<file path="src/rtl/msi_pkg.sv">
// rtl/msi_pkg.sv - shared MSI bus encodings used by caches and the bus controller
//
// Purpose: bus message and cache-state encodings, shared by the cache
// controllers and msi_bus_ctrl, plus the controller FSM state type.
// Ports: none (package).
package msi_pkg;

  localparam int MSG_W = 3;

  localparam logic [MSG_W-1:0] BUS_IDLE  = 3'd0;
  localparam logic [MSG_W-1:0] BUS_RD    = 3'd1;
  localparam logic [MSG_W-1:0] BUS_RDX   = 3'd2;
  localparam logic [MSG_W-1:0] BUS_UPGR  = 3'd3;
  localparam logic [MSG_W-1:0] BUS_FLUSH = 3'd4;

  localparam logic [1:0] CACHE_I = 2'd0;
  localparam logic [1:0] CACHE_S = 2'd1;
  localparam logic [1:0] CACHE_M = 2'd2;

  typedef enum logic [2:0] {
    ST_IDLE,
    ST_GRANT,
    ST_SNOOP,
    ST_MEMWAIT,
    ST_DATA
  } bus_state_e;

  // Only RD, RDX and UPGR may be requested by a cache; FLUSH is a snoop reply.
  function automatic logic is_req_msg(input logic [MSG_W-1:0] msg);
    return (msg == BUS_RD) || (msg == BUS_RDX) || (msg == BUS_UPGR);
  endfunction

endpackage

</file>
<file path="src/rtl/msi_bus_ctrl_if.sv">
// rtl/msi_bus_ctrl_if.sv - bundle of all cache-to-bus-controller signals
//
// Purpose: groups the request, broadcast, flush and data-return signals.
// Modports:
//   master - cache side: drives bus_req_i, req_msg_i, req_addr_i, flush_i
//   slave  - bus controller: drives gnt_o, bus_msg_o, bus_addr_o,
//            bus_owner_o, data_valid_o, data_dst_o, err_o
interface msi_bus_ctrl_if #(
  parameter int NUM_CPUS = 2,
  parameter int ADDR_W   = 2
);
  import msi_pkg::*;

  logic [NUM_CPUS-1:0]        bus_req_i;
  logic [MSG_W*NUM_CPUS-1:0]  req_msg_i;
  logic [ADDR_W*NUM_CPUS-1:0] req_addr_i;
  logic [NUM_CPUS-1:0]        flush_i;
  logic [NUM_CPUS-1:0]        gnt_o;
  logic [MSG_W-1:0]           bus_msg_o;
  logic [ADDR_W-1:0]          bus_addr_o;
  logic [NUM_CPUS-1:0]        bus_owner_o;
  logic                       data_valid_o;
  logic [NUM_CPUS-1:0]        data_dst_o;
  logic                       err_o;

  modport master (
    output bus_req_i, req_msg_i, req_addr_i, flush_i,
    input  gnt_o, bus_msg_o, bus_addr_o, bus_owner_o, data_valid_o, data_dst_o, err_o
  );

  modport slave (
    input  bus_req_i, req_msg_i, req_addr_i, flush_i,
    output gnt_o, bus_msg_o, bus_addr_o, bus_owner_o, data_valid_o, data_dst_o, err_o
  );

endinterface

</file>
<file path="src/rtl/msi_bus_ctrl_rr_arbiter.sv">
// rtl/msi_bus_ctrl_rr_arbiter.sv - round-robin arbiter with priority pointer
//
// Purpose: picks one requester starting at the pointer; the pointer moves
// past the accepted winner so every held request is eventually served.
// Ports:
//   clk_i, rst_i - clock, async active-high reset (pointer -> CPU0)
//   req_i        - per-CPU request vector
//   accept_i     - winner in won_i was accepted this cycle
//   won_i        - one-hot accepted winner
//   gnt_o        - one-hot combinational pick (0 when no request)
module rr_arbiter #(
  parameter int NUM_CPUS = 2
) (
  input  logic                clk_i,
  input  logic                rst_i,
  input  logic [NUM_CPUS-1:0] req_i,
  input  logic                accept_i,
  input  logic [NUM_CPUS-1:0] won_i,
  output logic [NUM_CPUS-1:0] gnt_o
);

  localparam int PTR_W = (NUM_CPUS > 1) ? $clog2(NUM_CPUS) : 1;

  logic [PTR_W-1:0]      ptr_q, ptr_d;
  logic [2*NUM_CPUS-1:0] req2;
  logic [NUM_CPUS-1:0]   rot, pick;
  logic [2*NUM_CPUS-1:0] spread;

  always_ff @(posedge clk_i or posedge rst_i) begin
    if (rst_i) ptr_q <= '0;
    else       ptr_q <= ptr_d;
  end

  assign req2 = {req_i, req_i};

  // Rotate so the pointer CPU sits at bit 0, take the lowest set bit,
  // then rotate the one-hot pick back into CPU numbering.
  always_comb begin
    rot  = NUM_CPUS'(req2 >> ptr_q);
    pick = '0;
    for (int i = NUM_CPUS - 1; i >= 0; i--) begin
      if (rot[i]) begin
        pick    = '0;
        pick[i] = 1'b1;
      end
    end
    spread = {{NUM_CPUS{1'b0}}, pick} << ptr_q;
    gnt_o  = spread[NUM_CPUS-1:0] | spread[2*NUM_CPUS-1:NUM_CPUS];
  end

  always_comb begin
    ptr_d = ptr_q;
    if (accept_i) begin
      for (int i = 0; i < NUM_CPUS; i++) begin
        if (won_i[i]) ptr_d = (i == NUM_CPUS - 1) ? '0 : PTR_W'(i + 1);
      end
    end
  end

endmodule

</file>
<file path="src/rtl/msi_bus_ctrl.sv">
// rtl/msi_bus_ctrl.sv - snoopy bus controller for MSI cache controllers
//
// Purpose: arbitrates cache bus requests round-robin, broadcasts the winning
// message/address for one snoop cycle, then returns data either from a
// flushing cache (next cycle) or after MEM_LAT cycles of memory latency.
// Ports:
//   clk_i - clock
//   rst_i - asynchronous active-high reset
//   bus   - msi_bus_ctrl_if.slave: requests/flush in; grant, broadcast,
//           data-return and error pulse out
module msi_bus_ctrl
  import msi_pkg::*;
#(
  parameter int NUM_CPUS = 2,
  parameter int ADDR_W   = 2,
  parameter int MEM_LAT  = 4
) (
  input  logic         clk_i,
  input  logic         rst_i,
  msi_bus_ctrl_if.slave bus
);

  localparam int CNT_W = $clog2(MEM_LAT) + 1;

  bus_state_e          state_q, state_d;
  logic [MSG_W-1:0]    msg_q, msg_d;
  logic [ADDR_W-1:0]   addr_q, addr_d;
  logic [NUM_CPUS-1:0] owner_q, owner_d;
  logic [CNT_W-1:0]    cnt_q, cnt_d;
  logic [NUM_CPUS-1:0] arb_gnt;
  logic                flush_hit;

  rr_arbiter #(.NUM_CPUS(NUM_CPUS)) u_arb (
    .clk_i    (clk_i),
    .rst_i    (rst_i),
    .req_i    (bus.bus_req_i),
    .accept_i (state_q == ST_GRANT),
    .won_i    (owner_q),
    .gnt_o    (arb_gnt)
  );

  // The owner may report a flush of its own line; only other caches count.
  assign flush_hit = |(bus.flush_i & ~owner_q);

  always_ff @(posedge clk_i or posedge rst_i) begin
    if (rst_i) begin
      state_q <= ST_IDLE;
      msg_q   <= BUS_IDLE;
      addr_q  <= '0;
      owner_q <= '0;
      cnt_q   <= '0;
    end else begin
      state_q <= state_d;
      msg_q   <= msg_d;
      addr_q  <= addr_d;
      owner_q <= owner_d;
      cnt_q   <= cnt_d;
    end
  end

  always_comb begin
    state_d = state_q;
    msg_d   = msg_q;
    addr_d  = addr_q;
    owner_d = owner_q;
    cnt_d   = cnt_q;
    unique case (state_q)
      ST_IDLE: begin
        if (|bus.bus_req_i) begin
          owner_d = arb_gnt;
          for (int i = 0; i < NUM_CPUS; i++) begin
            if (arb_gnt[i]) begin
              msg_d  = bus.req_msg_i[MSG_W*i +: MSG_W];
              addr_d = bus.req_addr_i[ADDR_W*i +: ADDR_W];
            end
          end
          state_d = ST_GRANT;
        end
      end
      ST_GRANT: state_d = is_req_msg(msg_q) ? ST_SNOOP : ST_IDLE;
      ST_SNOOP: begin
        if (msg_q == BUS_UPGR) begin
          state_d = ST_IDLE;
        end else if (flush_hit) begin
          state_d = ST_DATA;
        end else begin
          state_d = ST_MEMWAIT;
          cnt_d   = CNT_W'(MEM_LAT - 1);
        end
      end
      ST_MEMWAIT: begin
        if (cnt_q == '0) state_d = ST_DATA;
        else             cnt_d   = cnt_q - 1'b1;
      end
      ST_DATA: state_d = ST_IDLE;
      default: state_d = ST_IDLE;
    endcase
  end

  always_comb begin
    bus.gnt_o        = '0;
    bus.err_o        = 1'b0;
    bus.bus_msg_o    = BUS_IDLE;
    bus.bus_addr_o   = '0;
    bus.bus_owner_o  = '0;
    bus.data_valid_o = 1'b0;
    bus.data_dst_o   = '0;
    unique case (state_q)
      ST_GRANT: begin
        bus.gnt_o = owner_q;
        bus.err_o = ~is_req_msg(msg_q);
      end
      ST_SNOOP: begin
        bus.bus_msg_o   = msg_q;
        bus.bus_addr_o  = addr_q;
        bus.bus_owner_o = owner_q;
      end
      ST_DATA: begin
        bus.data_valid_o = 1'b1;
        bus.data_dst_o   = owner_q;
      end
      default: ;
    endcase
  end

endmodule

</file>
<file path="src/flat_wrapper.sv">
// flat-port wrapper written by rule: the top's interface ports become plain ports
module msi_bus_ctrl_flat import msi_pkg::*;
#(
  parameter int NUM_CPUS = 2,
  parameter int ADDR_W   = 2,
  parameter int MEM_LAT  = 4
)
  (clk_i, rst_i, bus_bus_req_i, bus_req_msg_i, bus_req_addr_i, bus_flush_i, bus_gnt_o, bus_bus_msg_o, bus_bus_addr_o, bus_bus_owner_o, bus_data_valid_o, bus_data_dst_o, bus_err_o);
  msi_bus_ctrl_if #(.NUM_CPUS(NUM_CPUS), .ADDR_W(ADDR_W)) bus_i ();
  input  logic clk_i;
  input  logic rst_i;
  input wire logic [$bits(bus_i.bus_req_i)-1:0] bus_bus_req_i;
  input wire logic [$bits(bus_i.req_msg_i)-1:0] bus_req_msg_i;
  input wire logic [$bits(bus_i.req_addr_i)-1:0] bus_req_addr_i;
  input wire logic [$bits(bus_i.flush_i)-1:0] bus_flush_i;
  output wire logic [$bits(bus_i.gnt_o)-1:0] bus_gnt_o;
  output wire logic [$bits(bus_i.bus_msg_o)-1:0] bus_bus_msg_o;
  output wire logic [$bits(bus_i.bus_addr_o)-1:0] bus_bus_addr_o;
  output wire logic [$bits(bus_i.bus_owner_o)-1:0] bus_bus_owner_o;
  output wire logic [$bits(bus_i.data_valid_o)-1:0] bus_data_valid_o;
  output wire logic [$bits(bus_i.data_dst_o)-1:0] bus_data_dst_o;
  output wire logic [$bits(bus_i.err_o)-1:0] bus_err_o;
  assign bus_i.bus_req_i = bus_bus_req_i;
  assign bus_i.req_msg_i = bus_req_msg_i;
  assign bus_i.req_addr_i = bus_req_addr_i;
  assign bus_i.flush_i = bus_flush_i;
  assign bus_gnt_o = bus_i.gnt_o;
  assign bus_bus_msg_o = bus_i.bus_msg_o;
  assign bus_bus_addr_o = bus_i.bus_addr_o;
  assign bus_bus_owner_o = bus_i.bus_owner_o;
  assign bus_data_valid_o = bus_i.data_valid_o;
  assign bus_data_dst_o = bus_i.data_dst_o;
  assign bus_err_o = bus_i.err_o;
  msi_bus_ctrl #(.NUM_CPUS(NUM_CPUS), .ADDR_W(ADDR_W), .MEM_LAT(MEM_LAT)) u_core (.clk_i(clk_i), .rst_i(rst_i), .bus(bus_i));
endmodule
</file>
<file path="config.mk">
export PLATFORM = sky130hd
export DESIGN_NAME = msi_bus_ctrl_flat
export DESIGN_NICKNAME = d
export VERILOG_FILES = /design/src/rtl/msi_pkg.sv /design/src/rtl/msi_bus_ctrl_if.sv /design/src/rtl/msi_bus_ctrl_rr_arbiter.sv /design/src/rtl/msi_bus_ctrl.sv /design/src/flat_wrapper.sv
export SDC_FILE = /design/constraint.sdc
export NUM_CORES = 1
export LEC_CHECK = 0
export ABC_CLOCK_PERIOD_IN_PS = 1550
export CORE_UTILIZATION = 44
export DETAILED_ROUTE_END_ITERATION = 16
export GPL_TIMING_DRIVEN = 0
export PLACE_DENSITY = 0.81
export SYNTH_ARGS = -nofsm -noshare
export SYNTH_HDL_FRONTEND = slang
export SYNTH_SLANG_ARGS = --single-unit
</file>
<file path="constraint.sdc">
create_clock -name clk_i -period 1.55 [get_ports clk_i]
set_input_delay 0.3875 -clock clk_i [delete_from_list [all_inputs] [get_ports clk_i]]
set_output_delay 0.3875 -clock clk_i [all_outputs]
set_load 0.02 [all_outputs]
</file>
# [Yosys cells after proc, flatten, opt, wreduce, memory -nomap -nowiden]
# Index checks and enable logic that the tools add are counted.
[totals] regBits=14 latch_bits=0 ramBits=0 romBits=0 in_bits=16 out_inout_bits=13 wordCells=64 mem_count=0
[op_classes] n_addsub=1 mul=0 div=0 magnitude_cmp=0 eq_ne=12 n_shift=2 mux=25 bitwise=4 reduce_logical=14
[ops] op="$mux 3" count=10
[ops] op="$mux 2" count=9
[ops] op="$eq 3x2->1 const B" count=4
[ops] op="$pmux 3 s4" count=1
[ops] op="$eq 3x1->1 const B" count=2
[ops] op="$logic_not 3->1" count=2
[ops] op="$ne 2x2->1 const B" count=3
[ops] op="$pmux 3 s2" count=1
[ops] op="$reduce_and 2->1" count=3
[ops] op="$reduce_bool 2->1" count=3
[ops] op="$mux 1" count=4
[ops] op="$ne 2x1->1 const B" count=2
[ops] op="$reduce_and 4->1" count=1
[ops] op="$reduce_or 2->1" count=2
[ops] op="$shl 2x1->4" count=1
[ops] op="$shr 4x1->2" count=1
[ops] op="$eq 3x3->1 const B" count=1
[ops] op="$reduce_and 3->1" count=1
[ops] op="$sub 3x1->3 const B" count=1
[ops] op="$and 2x2->2" count=1
[ops] op="$logic_or 1x1->1" count=2
[ops] op="$not 2->2" count=1
[ops] op="$or 2x2->2" count=1
[ops] op="$not 1->1" count=1

# [Logic depth before layout (Yosys ltp)]
[logic_depth] word_depth=7 mapped_depth=6 ltp_nobuf=6

# [Modules after synthesis]
# From an unflattened synthesis, not the netlist that was laid out.
[unflattened] cells_unflattened=100 area_unflattened_um2=959.7
[by_module_without_submodules] module="msi_bus_ctrl" n_inst=1 cells_per_inst=93 area_each_um2=902.1 seq_area_each_um2=325.3
[by_module_without_submodules] module="rr_arbiter" n_inst=1 cells_per_inst=7 area_each_um2=57.6 seq_area_each_um2=25.0

# [Worst setup path after synthesis]
# No wires, ideal clock.
[synth_path] kind="register to output" start="reg u_core.state_q[2]" end="out bus_bus_addr_o[0]" arrival_time_ns=1.156 path_slack_ns=0.006 path_stages_with_launch=4 n_path_buf=1 cell_sequence="dfrtp_1 clkbuf_1 nor3b_1 and2_1"
[synth_between] elab_chain_len=2
[synth_rtl] item="start, declared" line="msi_bus_ctrl.sv:25" source="bus_state_e state_q, state_d;"
[synth_rtl] item="start signal, assigned" line="msi_bus_ctrl.sv:53" source="state_q <= state_d;"
[synth_rtl] item="$eq 3x2->1" line="msi_bus_ctrl.sv:108" source="unique case (state_q)"
[synth_rtl] item="$mux 2" line="msi_bus_ctrl.sv:108"
[synth_rtl] item="end, declared" line="flat_wrapper.sv:18" source="output wire logic [$bits(bus_i.bus_addr_o)-1:0] bus_bus_addr_o;"
# No other way between the ends.

# [Final worst setup path]
[layout_path] start="reg u_core.state_q[1]" end="out bus_data_dst_o[0]"
[layout_between] elab_chain_len=2
[layout_rtl] item="$eq 3x3->1" line="msi_bus_ctrl.sv:108"
[layout_rtl] item="$mux 2" line="msi_bus_ctrl.sv:108"
[layout_rtl] item="end, declared" line="flat_wrapper.sv:21" source="output wire logic [$bits(bus_i.data_dst_o)-1:0] bus_data_dst_o;"
# No other way between the ends.

==> impl_metrics.ini <==
[yosys]
async_flop_share_pct = 100
ys_seq_area_share_pct = 41.4
synth_warnings = 0
ys_top_cells_by_area = dfrtp_1, and2_1, mux2i_1
ys_top_cells_by_count = dfrtp_1, and2_1
ys_types = 30
yosysTopAreaCell = dfrtp_1
synth_edf_count = 0
synth_fp_nets = 111
ys_seq_elements = 14
synth_area_um2 = 846
yosysMostFrequentCell = dfrtp_1
synth.avg_cell_area_um2 = 9.09
netlist_instances = 93
synth_top_area_share_pct = 41.4
synth_ff_type = dfrtp_1

[power_and_ir_drop]
switchingPower_w = 0.000947
clockPowerShare_pct = 11.8
vdd_drop_max_v = 0.00106
combPwrFrac_pct = 56.8
p_int_w = 0.00132
cellPowerDensity_nw_per_um2 = 1790
p_total_w = 0.00227
p_leak_nw = 0.602
sw_frac_of_total_pct = 41.7
seqPwrFrac_pct = 31.4

[timing]
tns_ns = -2.48
rsz0062_at_grt = true
setup_viol = 13
slew_violations = 0
fin_skew_ns = 0.00251
max_slew_margin_pct = 64.4
hold_violations = 0
fin_crit_ns = 1.77
timing.final.crit_share_pct = 114
fmax_mhz = 565
worst_pin_slew_ns = 0.534
fin_ws_ns = -0.219

[flow_run]
drv_cap = 0

[critical_path]
cp-start-kind = flip-flop
cp-end-kind = output pin
critical_path_class = flip-flop to output pin
rr_worst_depth = 6
r2r_start = u_core.state_q[0]
cp.required_ns = 1.16
cp.arrival_ns = 1.38
r2r_setup_slack_ns = 0.02
r2r-end = u_core.msg_q[1]
crit_fanout = 8

[placed_design]
dp_hpwl_mm = 1.54
globalplace.congestion = 0.793
placed_cell_area_um2 = 1160
portBuffers = 28

[die]
pin_count = 29
rows = 15
initial_core_util_pct = 47.9
core-area_um2 = 1760
dieArea_um2 = 2100
die_h_um = 45.8
die_x_um = 45.8

[global_route]
grt_pass1_wl_mm = 3.34
grt_overflow = 0
grt_usage_pct = 22.2
grt_pass1_vias = 808
grt_start_max_net_pins = 15
antenna_found_initial = 0

[drt]
firstDrtPassIters = 4
ant_nets = 0
post-route-drc-count = 0
wl_per_cell_um = 14.2
viasPerCell = 5.29
via_count = 814
drt_wl_total_mm = 2.19
drtIter0Drc = 11

[finish]
diodes = 0
layout.nets = 148
nFillCells = 134
final_area_um2 = 1270
areaGrowthSynthToFinish_pct = 49.9
drive_above_1_share_pct = 28.7

[clock_network]
cts_hold_buf = 0
cts_root_buffer = clkbuf_4
clk_latency_ns = 0.28
numCtsBuffers = 3
clkTransAtPathRegs_ns = 0.09
cts_tree = yes
cts_buffer_depth = 2
cts_max_level = 1
clock-sinks = 14

[status]
outcome = finished, violations left
violations = setup timing

[hold_path]
min_path_type = input pin to async pin
-- power by group through the flow --
stage	clock [W]	sequential (W)	combinational [W]
3_3_place_gp	0	0.000673	0.00106
2_1_floorplan	0	0.000640	0.000766
5_1_grt	0.000298	0.000729	0.00140
6_report	0.000267	0.000713	0.00129
3_5_place_dp	0	0.000683	0.00110
4_1_cts	0.000271	0.000702	0.00122
-- worst max-delay path, cell delays in order (launching register included) --
cell	delay, ns
dfrtp_2	0.48
buf_4	0.16
nor2_2	0.13
and3_1	0.18
buf_4	0.14
-- metal layers --
metal / part of all wire [%] / up-vias / global-route usage, %
li1: - / 397 / -
met1: 40 / 386 / 25.8
met2: 54 / 31 / 40.0
met3: 5.4 / 0 / 6.35
met4: 0 / 0 / 4.71
met5: 0 / - / 0
-- cells by family after synthesis --
group           Yosys count  synth area share, %
simple gates             36                 23.4
compound gates           25                 19.8
flops                    14                 41.4
buf+inv                  10                 5.33
mux                       6                 7.10
fa+ha+maj                 2                 2.96
-- layout make-up --
| cell class | instances | area (um^2) | area share, % |
|---|---|---|---|
| sequential | 14 | 353 | 27.8 |
| buffer | 1 | 11.3 | 0.888 |
| tap | 25 | 31.3 | 2.47 |
| clock buffer | 4 | 36.3 | 2.86 |
| multi-input combinational | 69 | 483 | 38.1 |
| inverter | 8 | 30.0 | 2.37 |
| timing repair buffer | 33 | 323 | 25.5 |
-- worst max path at each step --
stage                                  from  cells past startpoint                  to  slack, ns
after detailed placement  u_core.state_q[2]                      4  bus_bus_owner_o[0]      -0.74
after global placement    u_core.state_q[2]                      4  bus_bus_owner_o[1]      -0.74
after floorplan           u_core.state_q[2]                      3   bus_bus_addr_o[0]      0.006
final                     u_core.state_q[1]                      4   bus_data_dst_o[0]      -0.22
after CTS                 u_core.state_q[0]                      4  bus_bus_owner_o[0]      -0.23
after global routing      u_core.state_q[1]                      3   bus_bus_addr_o[1]      -0.30
-- registers in the layout, indices dropped and copies added, names as in the netlist --
signal	cells
u_core.msg_q	3
u_core.cnt_q	3
u_core.state_q	3
u_core.addr_q	2
u_core.u_arb.ptr_q	1
u_core.owner_q	2
-- cells in the final DEF, fill, tap and decap left out, drive strengths merged --
master         netlist  final
buf                  1     19
clkdlybuf4s50        0     15
dfrtp               14     14
and2                10     10
o21ai                9      9
inv                  8      8
nand2                7      7
nor2                 7      7
mux2i                6      6
a21oi                5      5
clkbuf               1      4
and3                 3      3
o21a                 3      3
a31oi                2      2
nor3b                2      2
ha                   2      2
nor3                 2      2
and3b                1      1
a221oi               1      1
nand2b               1      1
or4                  1      1
nor2b                1      1
o22ai                1      1
o22a                 1      1
a31o                 1      1
a22oi                1      1
nand3                1      1
a2bb2oi              1      1
-- timing repair --
action	in CTS	in global routing
setup buffers	2	3
setup endpoints to repair	13	20
pin swaps	8	2
resized for setup	84	1
-- through the flow --
stage / setup slack, ns / utilization, % / hold slack (ns) / cells
6_report: -0.219 / 71.8 / 0.436 / 154
2_1_floorplan: 0.00603 / - / 0.277 / 93
3_3_place_gp: -0.737 / 65.6 / 0.453 / 146
4_1_cts: -0.234 / 70.4 / 0.460 / 151
3_5_place_dp: -0.739 / 65.6 / 0.468 / 146
5_1_grt: -0.304 / 71.8 / 0.499 / 154
(Power assumes the default switching activity.)
